## src/rtl/axi4_burst_master_if.sv

```systemverilog
// AXI4 master-port bundle (AW/W/B/AR/R) used between axi4_burst_master and the NoC ingress.
// Widths follow the engine parameters so one instance serves any bus configuration.
interface axi4_burst_master_if #(
  parameter int ADDR_W = 32,
  parameter int DATA_W = 32,
  parameter int ID_W   = 4,
  parameter int LEN_W  = 8
);
  logic              M_AWVALID;
  logic              M_AWREADY;
  logic [ADDR_W-1:0] M_AWADDR;
  logic [LEN_W-1:0]  M_AWLEN;
  logic [2:0]        M_AWSIZE;
  logic [1:0]        M_AWBURST;
  logic [ID_W-1:0]   M_AWID;

  logic                M_WVALID;
  logic                M_WREADY;
  logic [DATA_W-1:0]   M_WDATA;
  logic [DATA_W/8-1:0] M_WSTRB;
  logic                M_WLAST;

  logic            M_BVALID;
  logic            M_BREADY;
  logic [1:0]      M_BRESP;
  logic [ID_W-1:0] M_BID;

  logic              M_ARVALID;
  logic              M_ARREADY;
  logic [ADDR_W-1:0] M_ARADDR;
  logic [LEN_W-1:0]  M_ARLEN;
  logic [2:0]        M_ARSIZE;
  logic [1:0]        M_ARBURST;
  logic [ID_W-1:0]   M_ARID;

  logic              M_RVALID;
  logic              M_RREADY;
  logic [DATA_W-1:0] M_RDATA;
  logic [1:0]        M_RRESP;
  logic              M_RLAST;
  logic [ID_W-1:0]   M_RID;

  modport master (
    output M_AWVALID, M_AWADDR, M_AWLEN, M_AWSIZE, M_AWBURST, M_AWID,
    input  M_AWREADY,
    output M_WVALID, M_WDATA, M_WSTRB, M_WLAST,
    input  M_WREADY,
    input  M_BVALID, M_BRESP, M_BID,
    output M_BREADY,
    output M_ARVALID, M_ARADDR, M_ARLEN, M_ARSIZE, M_ARBURST, M_ARID,
    input  M_ARREADY,
    input  M_RVALID, M_RDATA, M_RRESP, M_RLAST, M_RID,
    output M_RREADY
  );

  modport slave (
    input  M_AWVALID, M_AWADDR, M_AWLEN, M_AWSIZE, M_AWBURST, M_AWID,
    output M_AWREADY,
    input  M_WVALID, M_WDATA, M_WSTRB, M_WLAST,
    output M_WREADY,
    output M_BVALID, M_BRESP, M_BID,
    input  M_BREADY,
    input  M_ARVALID, M_ARADDR, M_ARLEN, M_ARSIZE, M_ARBURST, M_ARID,
    output M_ARREADY,
    output M_RVALID, M_RDATA, M_RRESP, M_RLAST, M_RID,
    input  M_RREADY
  );
endinterface

```

## src/rtl/axi4_burst_master.sv

```systemverilog
// Single-outstanding AXI4 burst master: turns command + data streams into AXI4 read/write
// bursts, screens illegal bursts, and reports one merged completion per command.
module axi4_burst_master #(
  parameter int ADDR_W    = 32,
  parameter int DATA_W    = 32,
  parameter int ID_W      = 4,
  parameter int LEN_W     = 8,
  parameter bit ERR_ON_4K = 1'b1
) (
  input  logic                ACLK,
  input  logic                ARESETn,

  input  logic                cmd_valid,
  output logic                cmd_ready,
  input  logic                cmd_write,
  input  logic [ADDR_W-1:0]   cmd_addr,
  input  logic [LEN_W-1:0]    cmd_len,
  input  logic [2:0]          cmd_size,
  input  logic [1:0]          cmd_burst,
  input  logic [ID_W-1:0]     cmd_id,

  input  logic                wd_valid,
  output logic                wd_ready,
  input  logic [DATA_W-1:0]   wd_data,
  input  logic [DATA_W/8-1:0] wd_strb,

  output logic                rd_valid,
  input  logic                rd_ready,
  output logic [DATA_W-1:0]   rd_data,
  output logic                rd_last,

  output logic                rsp_valid,
  input  logic                rsp_ready,
  output logic [1:0]          rsp_resp,
  output logic [ID_W-1:0]     rsp_id,
  output logic                rsp_err,

  axi4_burst_master_if.master axi
);

  localparam logic [2:0] MAX_SIZE = 3'($clog2(DATA_W/8));

  typedef enum logic [2:0] {IDLE, CHK, AW, W, B, AR, R, RSP} state_t;

  state_t state;

  logic              write_q;
  logic [ADDR_W-1:0] addr_q;
  logic [LEN_W-1:0]  len_q;
  logic [2:0]        size_q;
  logic [1:0]        burst_q;
  logic [ID_W-1:0]   id_q;
  logic [LEN_W-1:0]  beat;
  logic [1:0]        resp_q;
  logic              err_q;

  logic cmd_ready_q;
  logic aw_valid_q;
  logic ar_valid_q;
  logic b_ready_q;
  logic rsp_valid_q;

  logic [7:0]  size_mask;
  logic [23:0] span;
  logic [23:0] end_off;
  logic        wrap_len_ok;
  logic        illegal;
  logic        in_w;
  logic        in_r;
  logic        w_fire;
  logic        r_fire;
  logic        last_beat;
  logic [1:0]  merged_resp;

  // Burst screening; the 4 KB end offset is kept 24 bits wide so 256 beats of 128 bytes cannot wrap.
  always_comb begin
    size_mask   = (8'd1 << size_q) - 8'd1;
    span        = ({{(24-LEN_W){1'b0}}, len_q} + 24'd1) << size_q;
    end_off     = {12'd0, addr_q[11:0]} + span;
    wrap_len_ok = (len_q == LEN_W'(1)) || (len_q == LEN_W'(3)) ||
                  (len_q == LEN_W'(7)) || (len_q == LEN_W'(15));
    illegal     = 1'b0;
    if (size_q > MAX_SIZE)
      illegal = 1'b1;
    if (burst_q == 2'b11)
      illegal = 1'b1;
    if (burst_q == 2'b10 && (!wrap_len_ok || (addr_q[7:0] & size_mask) != 8'd0))
      illegal = 1'b1;
    if (ERR_ON_4K && burst_q == 2'b01 && end_off > 24'd4096)
      illegal = 1'b1;
  end

  assign in_w        = (state == W);
  assign in_r        = (state == R);
  assign w_fire      = in_w & wd_valid & axi.M_WREADY;
  assign r_fire      = in_r & axi.M_RVALID & rd_ready;
  assign last_beat   = (beat == len_q);
  assign merged_resp = (axi.M_RRESP > resp_q) ? axi.M_RRESP : resp_q;

  assign cmd_ready = cmd_ready_q;
  assign rsp_valid = rsp_valid_q;
  assign rsp_resp  = resp_q;
  assign rsp_id    = id_q;
  assign rsp_err   = err_q;

  assign axi.M_AWVALID = aw_valid_q;
  assign axi.M_AWADDR  = addr_q;
  assign axi.M_AWLEN   = len_q;
  assign axi.M_AWSIZE  = size_q;
  assign axi.M_AWBURST = burst_q;
  assign axi.M_AWID    = id_q;

  assign axi.M_ARVALID = ar_valid_q;
  assign axi.M_ARADDR  = addr_q;
  assign axi.M_ARLEN   = len_q;
  assign axi.M_ARSIZE  = size_q;
  assign axi.M_ARBURST = burst_q;
  assign axi.M_ARID    = id_q;

  // Data beats stream straight through while the owning phase is active.
  assign axi.M_WVALID = in_w & wd_valid;
  assign axi.M_WDATA  = wd_data;
  assign axi.M_WSTRB  = wd_strb;
  assign axi.M_WLAST  = in_w & last_beat;
  assign wd_ready     = in_w & axi.M_WREADY;

  assign axi.M_BREADY = b_ready_q;

  assign axi.M_RREADY = in_r & rd_ready;
  assign rd_valid     = in_r & axi.M_RVALID;
  assign rd_data      = axi.M_RDATA;
  assign rd_last      = in_r & axi.M_RLAST;

  always_ff @(posedge ACLK or negedge ARESETn) begin
    if (!ARESETn) begin
      state       <= IDLE;
      cmd_ready_q <= 1'b0;
      aw_valid_q  <= 1'b0;
      ar_valid_q  <= 1'b0;
      b_ready_q   <= 1'b0;
      rsp_valid_q <= 1'b0;
      write_q     <= 1'b0;
      addr_q      <= '0;
      len_q       <= '0;
      size_q      <= '0;
      burst_q     <= '0;
      id_q        <= '0;
      beat        <= '0;
      resp_q      <= '0;
      err_q       <= 1'b0;
    end else begin
      case (state)
        IDLE: begin
          cmd_ready_q <= 1'b1;
          if (cmd_valid && cmd_ready_q) begin
            cmd_ready_q <= 1'b0;
            write_q     <= cmd_write;
            addr_q      <= cmd_addr;
            len_q       <= cmd_len;
            size_q      <= cmd_size;
            burst_q     <= cmd_burst;
            id_q        <= cmd_id;
            beat        <= '0;
            resp_q      <= 2'b00;
            err_q       <= 1'b0;
            state       <= CHK;
          end
        end
        CHK: begin
          if (illegal) begin
            resp_q      <= 2'b10;
            err_q       <= 1'b1;
            rsp_valid_q <= 1'b1;
            state       <= RSP;
          end else if (write_q) begin
            aw_valid_q <= 1'b1;
            state      <= AW;
          end else begin
            ar_valid_q <= 1'b1;
            state      <= AR;
          end
        end
        AW: begin
          if (axi.M_AWREADY) begin
            aw_valid_q <= 1'b0;
            beat       <= '0;
            state      <= W;
          end
        end
        W: begin
          if (w_fire) begin
            if (last_beat) begin
              b_ready_q <= 1'b1;
              state     <= B;
            end else begin
              beat <= beat + LEN_W'(1);
            end
          end
        end
        B: begin
          if (axi.M_BVALID) begin
            resp_q      <= axi.M_BRESP;
            err_q       <= err_q | (axi.M_BID != id_q);
            b_ready_q   <= 1'b0;
            rsp_valid_q <= 1'b1;
            state       <= RSP;
          end
        end
        AR: begin
          if (axi.M_ARREADY) begin
            ar_valid_q <= 1'b0;
            beat       <= '0;
            state      <= R;
          end
        end
        // RLAST must coincide exactly with the final counted beat; either disagreement flags an error.
        R: begin
          if (r_fire) begin
            resp_q <= merged_resp;
            if ((axi.M_RID != id_q) || (axi.M_RLAST != last_beat))
              err_q <= 1'b1;
            if (axi.M_RLAST || last_beat) begin
              rsp_valid_q <= 1'b1;
              state       <= RSP;
            end else begin
              beat <= beat + LEN_W'(1);
            end
          end
        end
        RSP: begin
          if (rsp_ready) begin
            rsp_valid_q <= 1'b0;
            cmd_ready_q <= 1'b1;
            state       <= IDLE;
          end
        end
        default: state <= IDLE;
      endcase
    end
  end

endmodule

```

## src/flat_wrapper.sv

```systemverilog
// flat-port wrapper written by rule: the top's interface ports become plain ports
module axi4_burst_master_flat 
#(
  parameter int ADDR_W    = 32,
  parameter int DATA_W    = 32,
  parameter int ID_W      = 4,
  parameter int LEN_W     = 8,
  parameter bit ERR_ON_4K = 1'b1
)
  (ACLK, ARESETn, cmd_valid, cmd_ready, cmd_write, cmd_addr, cmd_len, cmd_size, cmd_burst, cmd_id, wd_valid, wd_ready, wd_data, wd_strb, rd_valid, rd_ready, rd_data, rd_last, rsp_valid, rsp_ready, rsp_resp, rsp_id, rsp_err, axi_M_AWVALID, axi_M_AWADDR, axi_M_AWLEN, axi_M_AWSIZE, axi_M_AWBURST, axi_M_AWID, axi_M_AWREADY, axi_M_WVALID, axi_M_WDATA, axi_M_WSTRB, axi_M_WLAST, axi_M_WREADY, axi_M_BVALID, axi_M_BRESP, axi_M_BID, axi_M_BREADY, axi_M_ARVALID, axi_M_ARADDR, axi_M_ARLEN, axi_M_ARSIZE, axi_M_ARBURST, axi_M_ARID, axi_M_ARREADY, axi_M_RVALID, axi_M_RDATA, axi_M_RRESP, axi_M_RLAST, axi_M_RID, axi_M_RREADY);
  axi4_burst_master_if #(.ADDR_W(ADDR_W), .DATA_W(DATA_W), .ID_W(ID_W), .LEN_W(LEN_W)) axi_i ();
  input  logic ACLK;
  input  logic ARESETn;
  input  logic cmd_valid;
  output logic cmd_ready;
  input  logic cmd_write;
  input  logic [ADDR_W-1:0] cmd_addr;
  input  logic [LEN_W-1:0] cmd_len;
  input  logic [2:0] cmd_size;
  input  logic [1:0] cmd_burst;
  input  logic [ID_W-1:0] cmd_id;
  input  logic wd_valid;
  output logic wd_ready;
  input  logic [DATA_W-1:0] wd_data;
  input  logic [DATA_W/8-1:0] wd_strb;
  output logic rd_valid;
  input  logic rd_ready;
  output logic [DATA_W-1:0] rd_data;
  output logic rd_last;
  output logic rsp_valid;
  input  logic rsp_ready;
  output logic [1:0] rsp_resp;
  output logic [ID_W-1:0] rsp_id;
  output logic rsp_err;
  output wire logic [$bits(axi_i.M_AWVALID)-1:0] axi_M_AWVALID;
  output wire logic [$bits(axi_i.M_AWADDR)-1:0] axi_M_AWADDR;
  output wire logic [$bits(axi_i.M_AWLEN)-1:0] axi_M_AWLEN;
  output wire logic [$bits(axi_i.M_AWSIZE)-1:0] axi_M_AWSIZE;
  output wire logic [$bits(axi_i.M_AWBURST)-1:0] axi_M_AWBURST;
  output wire logic [$bits(axi_i.M_AWID)-1:0] axi_M_AWID;
  input wire logic [$bits(axi_i.M_AWREADY)-1:0] axi_M_AWREADY;
  output wire logic [$bits(axi_i.M_WVALID)-1:0] axi_M_WVALID;
  output wire logic [$bits(axi_i.M_WDATA)-1:0] axi_M_WDATA;
  output wire logic [$bits(axi_i.M_WSTRB)-1:0] axi_M_WSTRB;
  output wire logic [$bits(axi_i.M_WLAST)-1:0] axi_M_WLAST;
  input wire logic [$bits(axi_i.M_WREADY)-1:0] axi_M_WREADY;
  input wire logic [$bits(axi_i.M_BVALID)-1:0] axi_M_BVALID;
  input wire logic [$bits(axi_i.M_BRESP)-1:0] axi_M_BRESP;
  input wire logic [$bits(axi_i.M_BID)-1:0] axi_M_BID;
  output wire logic [$bits(axi_i.M_BREADY)-1:0] axi_M_BREADY;
  output wire logic [$bits(axi_i.M_ARVALID)-1:0] axi_M_ARVALID;
  output wire logic [$bits(axi_i.M_ARADDR)-1:0] axi_M_ARADDR;
  output wire logic [$bits(axi_i.M_ARLEN)-1:0] axi_M_ARLEN;
  output wire logic [$bits(axi_i.M_ARSIZE)-1:0] axi_M_ARSIZE;
  output wire logic [$bits(axi_i.M_ARBURST)-1:0] axi_M_ARBURST;
  output wire logic [$bits(axi_i.M_ARID)-1:0] axi_M_ARID;
  input wire logic [$bits(axi_i.M_ARREADY)-1:0] axi_M_ARREADY;
  input wire logic [$bits(axi_i.M_RVALID)-1:0] axi_M_RVALID;
  input wire logic [$bits(axi_i.M_RDATA)-1:0] axi_M_RDATA;
  input wire logic [$bits(axi_i.M_RRESP)-1:0] axi_M_RRESP;
  input wire logic [$bits(axi_i.M_RLAST)-1:0] axi_M_RLAST;
  input wire logic [$bits(axi_i.M_RID)-1:0] axi_M_RID;
  output wire logic [$bits(axi_i.M_RREADY)-1:0] axi_M_RREADY;
  assign axi_M_AWVALID = axi_i.M_AWVALID;
  assign axi_M_AWADDR = axi_i.M_AWADDR;
  assign axi_M_AWLEN = axi_i.M_AWLEN;
  assign axi_M_AWSIZE = axi_i.M_AWSIZE;
  assign axi_M_AWBURST = axi_i.M_AWBURST;
  assign axi_M_AWID = axi_i.M_AWID;
  assign axi_i.M_AWREADY = axi_M_AWREADY;
  assign axi_M_WVALID = axi_i.M_WVALID;
  assign axi_M_WDATA = axi_i.M_WDATA;
  assign axi_M_WSTRB = axi_i.M_WSTRB;
  assign axi_M_WLAST = axi_i.M_WLAST;
  assign axi_i.M_WREADY = axi_M_WREADY;
  assign axi_i.M_BVALID = axi_M_BVALID;
  assign axi_i.M_BRESP = axi_M_BRESP;
  assign axi_i.M_BID = axi_M_BID;
  assign axi_M_BREADY = axi_i.M_BREADY;
  assign axi_M_ARVALID = axi_i.M_ARVALID;
  assign axi_M_ARADDR = axi_i.M_ARADDR;
  assign axi_M_ARLEN = axi_i.M_ARLEN;
  assign axi_M_ARSIZE = axi_i.M_ARSIZE;
  assign axi_M_ARBURST = axi_i.M_ARBURST;
  assign axi_M_ARID = axi_i.M_ARID;
  assign axi_i.M_ARREADY = axi_M_ARREADY;
  assign axi_i.M_RVALID = axi_M_RVALID;
  assign axi_i.M_RDATA = axi_M_RDATA;
  assign axi_i.M_RRESP = axi_M_RRESP;
  assign axi_i.M_RLAST = axi_M_RLAST;
  assign axi_i.M_RID = axi_M_RID;
  assign axi_M_RREADY = axi_i.M_RREADY;
  axi4_burst_master #(.ADDR_W(ADDR_W), .DATA_W(DATA_W), .ID_W(ID_W), .LEN_W(LEN_W), .ERR_ON_4K(ERR_ON_4K)) u_core (.ACLK(ACLK), .ARESETn(ARESETn), .cmd_valid(cmd_valid), .cmd_ready(cmd_ready), .cmd_write(cmd_write), .cmd_addr(cmd_addr), .cmd_len(cmd_len), .cmd_size(cmd_size), .cmd_burst(cmd_burst), .cmd_id(cmd_id), .wd_valid(wd_valid), .wd_ready(wd_ready), .wd_data(wd_data), .wd_strb(wd_strb), .rd_valid(rd_valid), .rd_ready(rd_ready), .rd_data(rd_data), .rd_last(rd_last), .rsp_valid(rsp_valid), .rsp_ready(rsp_ready), .rsp_resp(rsp_resp), .rsp_id(rsp_id), .rsp_err(rsp_err), .axi(axi_i));
endmodule
```

## config.mk

```make
export PLATFORM = sky130hd
export DESIGN_NAME = axi4_burst_master_flat
export DESIGN_NICKNAME = d
export VERILOG_FILES = /design/src/rtl/axi4_burst_master_if.sv /design/src/rtl/axi4_burst_master.sv /design/src/flat_wrapper.sv
export SDC_FILE = /design/constraint.sdc
export NUM_CORES = 1
export LEC_CHECK = 0
export ABC_CLOCK_PERIOD_IN_PS = 5200
export CAP_MARGIN = 20
export CORE_AREA = 2 2 126 128
export CTS_BUF_LIST = sky130_fd_sc_hd__clkbuf_16
export DETAILED_ROUTE_END_ITERATION = 6
export DIE_AREA = 0 0 128 130
export PLACE_DENSITY = 0.86
export SLEW_MARGIN = 10
export SYNTH_ARGS = -nofsm -noshare
export SYNTH_HDL_FRONTEND = slang
export SYNTH_SLANG_ARGS = --single-unit
```

## constraint.sdc

```tcl
create_clock -name ACLK -period 5.2 [get_ports ACLK]
set_input_delay 1.04 -clock ACLK [delete_from_list [all_inputs] [get_ports ACLK]]
set_output_delay 1.04 -clock ACLK [all_outputs]
set_load 0.03 [all_outputs]
```

==> flow_metrics.tcl, run 1 <==
set metrics [dict create \
    finalWorstSetupSlack_ns 0.863 \
    cts_tree "done" \
    status "finished, final reports clean" \
    coreArea_um2 15400 \
    cts_setup_buffers 0 \
    num_rows 46 \
    ys_ff_latch 69 \
    synth_largest_area_cell "dfrtp_1" \
    cts-root-buf "clkbuf_16" \
    vias 4487 \
    fill_cells 1502 \
    wl_um 14400 \
    htreeDepth 3 \
    start_kind "register" \
    placed_cells 836 \
    numCtsBuffers 9 \
    worst_pin_slew_ns 0.924 \
    swShare 0.504 \
    antenna_found_initial 0 \
    grt_use_total 0.171 \
    fp.dieH_um 130 \
    final_common_cell "clkdlybuf4s50_1" \
    routed_via_density 5.27 \
    start_util 0.348 \
    mostFrequentLayoutCells "clkdlybuf4s50_1 (188), dfrtp_1 (69), o21ai_0 (44), mux2_2 (44), nand2_1 (40)" \
    area_delta_synth_final_pct 25.6 \
    cts_buffer_depth 2 \
    worstHoldPathType "reg -> reg" \
    p_seq_frac 0.226 \
    power_mw 5.44 \
    fin_crit_sh 0.834 \
    skew_ns 0.00638 \
    place_congestion 0.905 \
    synth-main-ff-cell "dfrtp_1" \
    power_frac_clock 0.109 \
    slew_violations 0 \
    overflow 0 \
    critical_path_class "reg -> reg" \
    synth_warnings 0 \
    finalHoldViolCount 0 \
    cp_slowest_cell "dfrtp_1" \
    rrSetupSlack_ns 0.86 \
    drive_gt1_frac 0.100 \
    yosysTopAreaCellShare 0.322 \
    irDropWorstVdd_uv 282 \
    grt_pass1_vias 4172 \
    powerDensity_nw_per_um2 808 \
    async_reset_ff_frac 1.00 \
    seq_area_frac_synth 0.322 \
    max_freq_mhz 231 \
    slew_headroom 0.384 \
    p_int_mw 2.70 \
    syn-cell-area_um2 5360 \
    maxCapViolCount 0 \
    avgRoutedWirePerCell_um 17.0 \
    dp_hpwl_um 10800 \
    cts.clk_slew.worst_paths_ns 0.05 \
    cp_cell_sequence "ha_1 -> and4_1 -> nand3_1 -> and3_1 -> a21oi_1 -> a21o_1 -> nor2_1 -> a21oi_1 -> ha_1 -> or3_1 -> a21boi_0 -> mux2i_1 -> nor4_1 -> nand4_1 -> a41o_1 -> a211o_1" \
    nets 817 \
    post-route-min-period_ns 4.34 \
    fin_cells 851 \
    io_buffers 189 \
    synthTopCellsByArea "dfrtp_1 (32%), buf_4 (17%), mux2_2 (9.2%)" \
    synth-edff-count 0 \
    drt_iter0_markers 271 \
    post_cts_resized 0 \
    clock_latency_ns 0.34 \
    ctsHoldBuffers 0 \
    setup-violations-final 0 \
    path_max_fanout 13 \
    grt_pass1_wl_um 21900 \
    critPathMaxStageDelay_ns 0.59 \
    io-pin-count 326 \
    worstPathArrival_ns 4.56 \
    p_comb_frac 0.665 \
    cp-end-kind "register" \
    holdWs_ns 0.500 \
    die-area_um2 16600 \
    synth.distinct_cells 52 \
    syn_nets 763 \
    syn_area_per_cell_um2 8.92 \
    cp_data_required_time_ns 5.42 \
    power_leakage_nw 2.79 \
    dp_slack_ns 0.885 \
    setup_tns_ns 0 \
    netlist_instances 601 \
    drt_pass1_iterations 4 \
    cts_sinks 69 \
    post-route-drc-count 0 \
    ant_nets 0 \
    antenna_cells 0 \
    switchingPower_mw 2.74 \
    chipWidth_um 128 \
    rsz0062_at_grt "no" \
    grt_max_degree 70 \
]
## sequential cells by signal, indices dropped and copies added (netlist names), 2 cells and up
| register | cells |
|---|---|
| u_core.beat | 8 |
| u_core.rsp_resp | 2 |
| u_core.state | 3 |
| u_core.axi.M_ARLEN | 8 |
| u_core.axi.M_ARBURST | 2 |
| u_core.axi.M_ARSIZE | 3 |
| u_core.axi.M_ARADDR | 32 |
| u_core.axi.M_ARID | 4 |
## final timing paths
| check | start | to | cells after the start |
|---|---|---|---|
| worst min-delay path | u_core.axi.M_BREADY$_DFFE_PN0P_ | u_core.axi.M_BREADY$_DFFE_PN0P_ | 1 |
| max in group asynchronous | ARESETn | u_core.axi.M_ARBURST[1]$_DFFE_PN0P_ | 1 |
| min in group asynchronous | ARESETn | u_core.write_q$_DFFE_PN0P_ | 1 |
| worst min register to register | u_core.axi.M_BREADY$_DFFE_PN0P_ | u_core.axi.M_BREADY$_DFFE_PN0P_ | 1 |
| worst max-delay path | u_core.axi.M_ARLEN[0]$_DFFE_PN0P_ | u_core.state[0]$_DFFE_PN0P_ | 16 |
| worst max register to register | u_core.axi.M_ARLEN[0]$_DFFE_PN0P_ | u_core.state[0]$_DFFE_PN0P_ | 16 |
## layout make-up
cell class	instances	area (um^2)	share of cell area
Inverter	24	90.1	0.0134
Timing Repair Buffer	191	1900	0.283
Sequential cell	69	1730	0.256
Multi-Input combinational cell	360	2490	0.370
Clock inverter	6	55.1	0.00818
Tap cell	192	240	0.0357
Clock buffer	9	225	0.0334
## kinds of logic (layout without fill, tap and decap cells)
group	Yosys count	count (layout)	share of synthesized area
flops	69	69	0.322
compound gates	124	124	0.143
mux	52	52	0.107
xor+xnor	25	25	0.0408
simple gates	139	139	0.124
buf+inv	172	230	0.214
fa+ha+maj	20	20	0.0481
## routing by layer
metal / GRT usage / up-vias / part of all wire
li1: - / 2085 / -
met1: 0.217 / 2131 / 0.42
met2: 0.276 / 233 / 0.47
met3: 0.0492 / 38 / 0.084
met4: 0.0685 / 0 / 0.022
met5: 0 / - / 0
## power groups by stage
stage / registers, mW / logic, mW / clock network [mW]
after floorplan: 1.41 / 2.50 / 0
after CTS: 1.23 / 3.61 / 0.619
final: 1.23 / 3.62 / 0.594
after global placement: 1.23 / 3.53 / 0
after global routing: 1.28 / 3.87 / 0.642
after detailed placement: 1.24 / 3.59 / 0
## cell usage after synthesis, drive strengths merged, types with 10 or more instances
| cell type | count |
|---|---|
| a21oi | 32 |
| and3 | 10 |
| buf | 136 |
| clkbuf | 12 |
| dfrtp | 69 |
| ha | 19 |
| inv | 24 |
| mux2 | 44 |
| nand2 | 40 |
| nand3 | 20 |
| nor2 | 31 |
| o21ai | 44 |
| xor2 | 17 |
## worst max-delay path, delay by kind of cell (launching register included)
kind / cells / cell delay [ns]
AOI/OAI and AO/OA: 6 / 1.36
adders and majority gates: 2 / 0.68
DFF: 1 / 0.59
muxes: 1 / 0.13
and+or+nand+nor: 7 / 1.47
## through the flow
step	cell area (um^2)	util
finish	6730	0.437
global route	6730	0.437
CTS	6730	0.436
detailed placement	6450	0.418
global placement	6450	0.418
floorplan	5360	-
(Power assumes the default switching activity.)
==> run 2, diff against run 1 <==
- ABC_CLOCK_PERIOD_IN_PS: 5200 -> 3900
- CORE_AREA: 2 2 126 128 -> not set
- CORE_UTILIZATION: not set -> 35
- DIE_AREA: 0 0 128 130 -> not set
- PLACE_DENSITY: 0.86 -> 0.88
- clock period: 5.2 -> 3.9 ns (I/O delays scaled with it)
==> run 2 against run 1 <==
  * Clock skew grew 0.0037 ns
  * Clock-buffer cell count is the same
  * Sequential share of layout area shrank 1.5 points
  * Critical path depth grew 3
  * Critical endpoint unchanged
  * Critical path type unchanged
  * Highest routed layer unchanged
  * Core utilization grew 5.0 points
  * Non-clock buffer count grew 30
==> flow_metrics.tcl, run 2 (synthesis gave the netlist of run 1 again) <==
set metrics [dict create \
    status "finished, final reports clean" \
    drt_pass1_iterations 5 \
    drt_iter0_markers 187 \
    htreeDepth 3 \
    critical_path_class "reg -> reg" \
    holdPathStages 1 \
    grt_pass1_vias 4381 \
    worstHoldPathType "reg -> reg" \
    avgRoutedWirePerCell_um 16.7 \
    regToRegEndpoint "u_core.state[0]$_DFFE_PN0P_" \
    overflow 0 \
    worstSetupPathDepth 19 \
    critPathMaxStageDelay_ns 0.42 \
    cp_cell_sequence "buf_6 -> and4_4 -> nand3_1 -> and3_1 -> a21oi_2 -> a21o_1 -> nor2_2 -> a21oi_2 -> ha_4 -> buf_6 -> buf_4 -> nand2_1 -> o21a_1 -> nor2_1 -> a211oi_1 -> xor2_1 -> nand4_1 -> a41o_2 -> a211o_1" \
    start_kind "register" \
    cts_tree "done" \
    final_common_cell "clkdlybuf4s50_1" \
    clock_latency_ns 0.34 \
    io-pin-count 326 \
    rrSetupSlack_ns 0.05 \
    powerDensity_nw_per_um2 1130 \
    post-route-min-period_ns 3.85 \
    grt_use_total 0.176 \
    max_freq_mhz 259 \
    routed_via_density 5.32 \
    vias 4653 \
    grt_max_degree 70 \
    ant_nets 0 \
    setup_tns_ns 0 \
    dp_slack_ns -0.0718 \
    dp_hpwl_um 10500 \
    slew_headroom 0.386 \
    fp.dieH_um 126 \
    antenna_found_initial 0 \
    num_rows 44 \
    rsz0062_at_grt "yes" \
    wl_um 14600 \
    power_leakage_nw 2.97 \
    area_delta_synth_final_pct 33.9 \
    worst_pin_slew_ns 0.921 \
    post-route-drc-count 0 \
    drive_gt1_frac 0.194 \
    slew_violations 0 \
    crit_start "u_core.axi.M_ARLEN[0]$_DFFE_PN0P_" \
    critPathBufInv 3 \
    place_congestion 0.895 \
    finalHoldViolCount 0 \
    ff2ff_path_depth 19 \
    rr_startpoint "u_core.axi.M_ARLEN[0]$_DFFE_PN0P_" \
    fin_crit_sh 0.988 \
    antenna_cells 0 \
    cp-end-kind "register" \
    worstPathArrival_ns 4.08 \
    numCtsBuffers 9 \
    irDropWorstVdd_uv 488 \
    cts_buffer_depth 2 \
    cp_data_required_time_ns 4.13 \
    maxCapViolCount 0 \
    fill_cells 1422 \
    final_util 0.487 \
    finalWorstSetupSlack_ns 0.0451 \
    die-area_um2 15800 \
    cts.clk_slew.worst_paths_ns 0.06 \
    critical-path-top-delay-family "compound AO/OA/AOI/OAI gates" \
    cp_slowest_cell "dfrtp_1" \
    path_max_fanout 7 \
    io_buffers 189 \
    cts_sinks 69 \
    nets 848 \
    setup-violations-final 0 \
    mostFrequentLayoutCells "clkdlybuf4s50_1 (188), dfrtp_1 (64), mux2_2 (44)" \
    chipWidth_um 126 \
    skew_ns 0.0101 \
    start_util 0.363 \
    grt_pass1_wl_um 22000 \
    coreArea_um2 14800 \
    cts-root-buf "clkbuf_16" \
    largest_register_ffs 32 \
    crit_path_end "u_core.state[0]$_DFFE_PN0P_" \
]
==> run 2: changes by cell type in the layout (fill, tap and decap cells not counted), moves of 4 or more <==
| cell | before | now |
|---|---|---|
| a21oi_1 | 30 | 23 |
| o21ai_0 | 44 | 37 |
| o21ai_2 | 0 | 4 |
| dfrtp_1 | 69 | 64 |
| dfrtp_2 | 0 | 5 |
| buf_4 | 3 | 31 |
| a21oi_2 | 2 | 8 |
| ha_1 | 19 | 14 |
==> run 2: stage by stage <==
stage,instance area (um^2),hold WS (ns),std cells,power [mW]
6_report,7180,0.504,875,8.09
3_5_place_dp,6560,0.493,844,6.54
4_1_cts,6870,0.506,860,7.43
2_1_floorplan,5360,0.484,601,5.21
3_3_place_gp,6560,0.489,844,6.44
5_1_grt,7180,0.539,875,8.57
==> run 2: worst min-delay path by stage <==
stage / start / end
after floorplan: ARESETn / u_core.axi.M_ARADDR[0]$_DFFE_PN0P_
after global placement: u_core.axi.M_BREADY$_DFFE_PN0P_ / u_core.axi.M_BREADY$_DFFE_PN0P_
after detailed placement: u_core.axi.M_BREADY$_DFFE_PN0P_ / u_core.axi.M_BREADY$_DFFE_PN0P_
after CTS: u_core.axi.M_BREADY$_DFFE_PN0P_ / u_core.axi.M_BREADY$_DFFE_PN0P_
after global routing: u_core.axi.M_BREADY$_DFFE_PN0P_ / u_core.axi.M_BREADY$_DFFE_PN0P_
final: u_core.axi.M_BREADY$_DFFE_PN0P_ / u_core.axi.M_BREADY$_DFFE_PN0P_
==> run 2: area by class of cell <==
class	count	area [um^2]	share of cell area
inverters	24	90.1	0.0126
well taps	184	230	0.0321
flip-flops and latches	69	1730	0.241
multi-input cells	361	2700	0.376
repair buffers	221	2140	0.298
clock buffers	9	225	0.0314
clock inverters	7	66.3	0.00924
==> run 2: routing by layer <==
metal | GRT usage | part of all wire | routed length [um]
met5 | 0 | 0 | 0
met4 | 0.0489 | 0.015 | 219
met3 | 0.0633 | 0.084 | 1230
met2 | 0.301 | 0.49 | 7090
met1 | 0.208 | 0.41 | 6060
==> run 2: repair_timing <==
item	in CTS	in global routing
gates resized for setup	6	52
hold buffers	0	0
buffers inserted	0	14
pin swaps	4	24
gates cloned	0	1
setup endpoints to repair	8	9
==> run 2: worst reg2reg max path: cells and delay by family (launching register included) <==
family | cells | cell delay (ns)
AO/OA/AOI/OAI | 7 | 1.51
adder cells (fa/ha/maj) | 1 | 0.24
buffers and inverters | 3 | 0.39
AND/OR/NAND/NOR | 7 | 0.97
flip-flops | 1 | 0.42
XOR/XNOR | 1 | 0.18
==> run 2: report_power, final <==
group          leakage [nW]  total (mW)  switching [mW]  internal (mW)
clock                 0.141       0.814           0.323          0.491
combinational          1.98        5.74            3.16           2.58
sequential            0.846        1.53           0.494           1.04
